===== src/rtl/prienc_seq.sv =====
// Registered priority encoder with serialiser: captures a request vector and
// emits the index of each set bit, highest first, one per valid/ready handshake.
module prienc_seq #(
  parameter int unsigned N = 4,
  parameter int unsigned W = 2
) (
  input  logic         clk,
  input  logic         rst_n,
  input  logic [N-1:0] req_in,
  input  logic         req_load,
  input  logic         enc_ready,
  output logic [W-1:0] enc_out,
  output logic         enc_valid,
  output logic         busy,
  output logic         done,
  output logic         none_flag
);

  typedef enum logic {IDLE, EMIT} state_t;

  state_t       state_q;
  logic [N-1:0] pend_q;
  logic [N-1:0] pend_d;
  logic [W-1:0] enc_out_q;
  logic         enc_valid_q;
  logic         busy_q;
  logic         done_q;
  logic         none_q;

  // Index of the highest set bit; later (higher) bits overwrite earlier ones.
  function automatic logic [W-1:0] prio(input logic [N-1:0] v);
    logic [W-1:0] idx;
    idx = '0;
    for (int unsigned i = 0; i < N; i++) begin
      if (v[i]) idx = W'(i);
    end
    return idx;
  endfunction

  // Pending mask with the index currently on enc_out retired.
  always_comb begin
    pend_d = pend_q & ~(N'(1) << enc_out_q);
  end

  always_ff @(posedge clk) begin
    if (!rst_n) begin
      state_q     <= IDLE;
      pend_q      <= '0;
      enc_out_q   <= '0;
      enc_valid_q <= 1'b0;
      busy_q      <= 1'b0;
      done_q      <= 1'b0;
      none_q      <= 1'b0;
    end else begin
      done_q <= 1'b0;
      none_q <= 1'b0;
      case (state_q)
        IDLE: begin
          if (req_load) begin
            if (req_in != '0) begin
              pend_q      <= req_in;
              enc_out_q   <= prio(req_in);
              enc_valid_q <= 1'b1;
              busy_q      <= 1'b1;
              state_q     <= EMIT;
            end else begin
              done_q <= 1'b1;
              none_q <= 1'b1;
            end
          end
        end
        EMIT: begin
          if (enc_valid_q && enc_ready) begin
            if (pend_d != '0) begin
              pend_q    <= pend_d;
              enc_out_q <= prio(pend_d);
            end else begin
              // Last index accepted; enc_out keeps its final value.
              pend_q      <= '0;
              enc_valid_q <= 1'b0;
              busy_q      <= 1'b0;
              done_q      <= 1'b1;
              state_q     <= IDLE;
            end
          end
        end
        default: state_q <= IDLE;
      endcase
    end
  end

  assign enc_out   = enc_out_q;
  assign enc_valid = enc_valid_q;
  assign busy      = busy_q;
  assign done      = done_q;
  assign none_flag = none_q;

endmodule


===== config.mk =====
export PLATFORM = sky130hd
export DESIGN_NAME = prienc_seq
export DESIGN_NICKNAME = d
export VERILOG_FILES = /design/src/rtl/prienc_seq.sv
export SDC_FILE = /design/constraint.sdc
export NUM_CORES = 1
export LEC_CHECK = 0
export CAP_MARGIN = 20
export CORE_MARGIN = 1
export CORE_UTILIZATION = 47
export DETAILED_ROUTE_END_ITERATION = 16
export PLACE_DENSITY = 0.87
export SLEW_MARGIN = 5
export SYNTH_ARGS = -nofsm -noshare
export SYNTH_HDL_FRONTEND = slang
export SYNTH_SLANG_ARGS = --single-unit

===== constraint.sdc =====
create_clock -name clk -period 1.7 [get_ports clk]
set_input_delay 0.255 -clock clk [delete_from_list [all_inputs] [get_ports clk]]
set_output_delay 0.255 -clock clk [all_outputs]
set_load 0.01 [all_outputs]

==> impl_metrics.sql <==
INSERT INTO impl_metrics (metric_group, metric, value, unit) VALUES
('synthesis', 'synth_area', '614', 'µm²'),
('clocking', 'cts.root.buffer_cell', 'sky130_fd_sc_hd__clkbuf_4', ''),
('timing', 'achievable-frequency', '0.649', 'GHz'),
('route', 'post-route-drc-count', '0', ''),
('cells_and_area', 'final_util', '67.6', '%'),
('worst_setup_path', 'r2r_slack', '0.19', 'ns'),
('floorplan', 'dieWidth', '38.2', 'µm'),
('worst_setup_path', 'crit-reg2reg-launch', 'state_q', ''),
('synthesis', 'synth-main-ff-cell', 'sky130_fd_sc_hd__dfxtp_1', ''),
('timing', 'rsz0062_at_grt', 'no', ''),
('cells_and_area', 'design.final.nets', '95', ''),
('cells_and_area', 'area_growth_syn_to_layout', '27.3', '%'),
('global_route', 'overflow', '0', ''),
('pwr', 'power.ir.vdd_worst', '0.492', 'mV'),
('timing', 'setup-tns-final', '0', 'ns'),
('synthesis', 'seq_area_frac_synth', '32.6', '%'),
('worst_setup_path', 'path_delay_family', 'buffers and inverters', ''),
('route', 'first_pass_iters', '5', ''),
('worst_setup_path', 'critPathMaxStageDelay', '0.57', 'ns'),
('clocking', 'clkTransAtPathRegs', '0.06', 'ns'),
('global_route', 'grt_first_pass_wirelength', '2.37', 'mm'),
('synthesis', 'share_of_synthesized_flip_flops_with_an_asynchronous_set_or_reset', '0', '%'),
('placement', 'buffers_on_ports', '13', ''),
('timing', 'final_worst_path_cycle_share', '90.7', '%'),
('timing', 'timing_hold_violations_final', '0', ''),
('synthesis', 'syn_avg_cell_area', '8.78', 'µm²'),
('worst_setup_path', 'criticalPathCategory', 'register to primary output', ''),
('worst_setup_path', 'critical_path.n_buffers_inverters', '1', ''),
('cells_and_area', 'sequential_area', '203', 'µm²'),
('cells_and_area', 'commonest_cells_after_routing_fill_and_taps_aside', 'sky130_fd_sc_hd__clkdlybuf4s50_1, sky130_fd_sc_hd__dfxtp_1, sky130_fd_sc_hd__nand2_1, sky130_fd_sc_hd__nor2b_1, sky130_fd_sc_hd__nor2_1', ''),
('cells_and_area', 'most_common_library_cell_in_the_layout_ignoring_fill_and_taps', 'sky130_fd_sc_hd__clkdlybuf4s50_1', ''),
('global_route', 'first_global_vias', '544', ''),
('clocking', 'postCtsHoldBufs', '0', ''),
('worst_setup_path', 'critical_path_cell_by_cell', 'clkdlybuf4s50_1', ''),
('worst_setup_path', 'timing.rr.end', 'enc_out[1]', ''),
('floorplan', 'floorplan.rows', '12', ''),
('worst_setup_path', 'worst-r2r-cell-count', '4', ''),
('global_route', 'grt_start_max_net_pins', '16', ''),
('clocking', 'numCtsBuffers', '3', ''),
('timing', 'clock-skew-final', '0.000227', 'ns'),
('min_path', 'min_from', 'pend_q[0]', ''),
('outcome', 'run_status', 'finished clean', ''),
('cells_and_area', 'multi_input_comb_area', '383', 'µm²'),
('route', 'antenna_violating_nets_post_route', '0', ''),
('synthesis', 'flip_flop_and_latch_count_after_synthesis', '10', ''),
('timing', 'finalMaxSlewViolations', '0', ''),
('synthesis', 'mappedNetlistNets', '78', ''),
('floorplan', 'die_height', '38.2', 'µm'),
('clocking', 'worst_skew_pair.late_latency', '0.27', 'ns'),
('clocking', 'cts-root-to-sink-buffers', '2', ''),
('route', 'drt-total-wl', '1.38', 'mm'),
('min_path', 'worst_hold_path_class', 'register to register', ''),
('floorplan', 'floorplan.die_area', '1460', 'µm²'),
('worst_setup_path', 'setup.worst_path.end_class', 'primary output', ''),
('pwr', 'report.power.total', '0.668', 'mW'),
('worst_setup_path', 'start_kind', 'register', ''),
('worst_setup_path', 'timing.critical_path.required', '1.44', 'ns'),
('pwr', 'power.density', '855', 'nW/µm²'),
('clocking', 'clock-sinks', '10', ''),
('cells_and_area', 'layout-drive-gt1-share', '20.0', '%'),
('route', 'drt_first_iter_violations', '16', ''),
('timing', 'max_slew.worst_pin.slew', '0.435', 'ns'),
('cells_and_area', 'nFillCells', '93', ''),
('placement', 'place.detailed.instances', '96', ''),
('floorplan', 'top_level_ports', '14', ''),
('timing', 'final-setup-viol-count', '0', ''),
('worst_setup_path', 'slowest_cp_cell', 'sky130_fd_sc_hd__clkdlybuf4s50_1', ''),
('route', 'drt-wirelength-per-cell', '13.9', 'µm'),
('global_route', 'grt_usage', '24.6', '%'),
('floorplan', 'core_area', '1160', 'µm²'),
('cells_and_area', 'layout.cells.non_filler', '99', '');
==> power by group <==
| group | leakage (nW) | internal, mW | switching, mW |
|---|---|---|---|
| combinational | 0.193 | 0.107 | 0.0944 |
| sequential | 0.0830 | 0.258 | 0.0473 |
| clock | 0.0138 | 0.0818 | 0.0796 |
| total | 0.290 | 0.447 | 0.221 |
==> synth_stat cells (2+ instances only) <==
cell type / number / area share [%]
sky130_fd_sc_hd__dfxtp_1: 10 / 33
sky130_fd_sc_hd__nand2_1: 7 / 4.3
sky130_fd_sc_hd__nor2b_1: 6 / 6.1
sky130_fd_sc_hd__nor2_1: 5 / 3.1
sky130_fd_sc_hd__a21oi_1: 4 / 3.3
sky130_fd_sc_hd__a31oi_1: 4 / 4.1
sky130_fd_sc_hd__inv_1: 3 / 1.8
sky130_fd_sc_hd__o21ai_0: 3 / 2.4
sky130_fd_sc_hd__a211oi_1: 2 / 2.4
sky130_fd_sc_hd__buf_4: 2 / 2.4
sky130_fd_sc_hd__nand2b_1: 2 / 2.0
sky130_fd_sc_hd__nand3_1: 2 / 1.6
sky130_fd_sc_hd__o21ai_1: 2 / 1.6
==> logic make-up (layout without fill, tap and decap cells) <==
family          Yosys count  count (layout)  share of synthesized area [%]
mux                       1               1                           1.63
simple gates             28              28                           29.1
buf+inv                   6              21                           5.09
flops                    10              10                           32.6
compound gates           25              25                           31.6
==> worst reg2reg max path, cell delays in order, from the launching register on <==
cell and delay [ns]:
sky130_fd_sc_hd__dfxtp_1 0.59, sky130_fd_sc_hd__nor2b_1 0.23, sky130_fd_sc_hd__a32oi_2 0.16, sky130_fd_sc_hd__and3_4 0.23, sky130_fd_sc_hd__a311oi_2 0.22
==> final cells by class <==
class	instances	area share [%]
multi-input combinational	54	49.0
sequential	10	25.9
timing repair buffer	15	18.6
clock buffer	3	2.88
tap	14	2.24
inverter	3	1.44
==> repair_timing <==
action / in CTS / in global routing
buffers inserted: 0 / 0
endpoints found under the setup margin: 0 / 2
resized for setup: 0 / 2
==> stage by stage <==
step           worst slack [ns]  area (µm²)  hold slack (ns)
2_1_floorplan             0.337         614            0.344
3_3_place_gp           -0.00719         757            0.507
3_5_place_dp            -0.0284         757            0.519
5_1_grt                  0.0952         782            0.576
4_1_cts                  0.0288         779            0.530
6_report                  0.159         782            0.531
==> metal layers <==
layer	up-vias	part of all wire (%)	wire length, µm	global-route usage (%)
met4	0	1.7	23	10.7
li1	297	-	-	-
met1	271	41	567	27.9
met2	26	50	684	39.4
met3	4	7.6	105	11.0
met5	-	0	0	0
==> how the worst max path moves through the flow <==
stage,endpoint,depth (start not counted),start
floorplan,enc_out[1],5,enc_out[1]
global placement,enc_out[1],5,req_in[2]
detailed placement,pend_q[1],5,req_in[2]
CTS,enc_out[1],1,enc_out[1]
global route,enc_out[1],4,state_q
finish,enc_out[1],1,enc_out[1]
==> state kept, by name (all words and copies together) (netlist names) <==
register   count
busy           1
done           1
enc_out        2
none_flag      1
pend_q         4
state_q        1
Power figures use the tool's default switching activity.
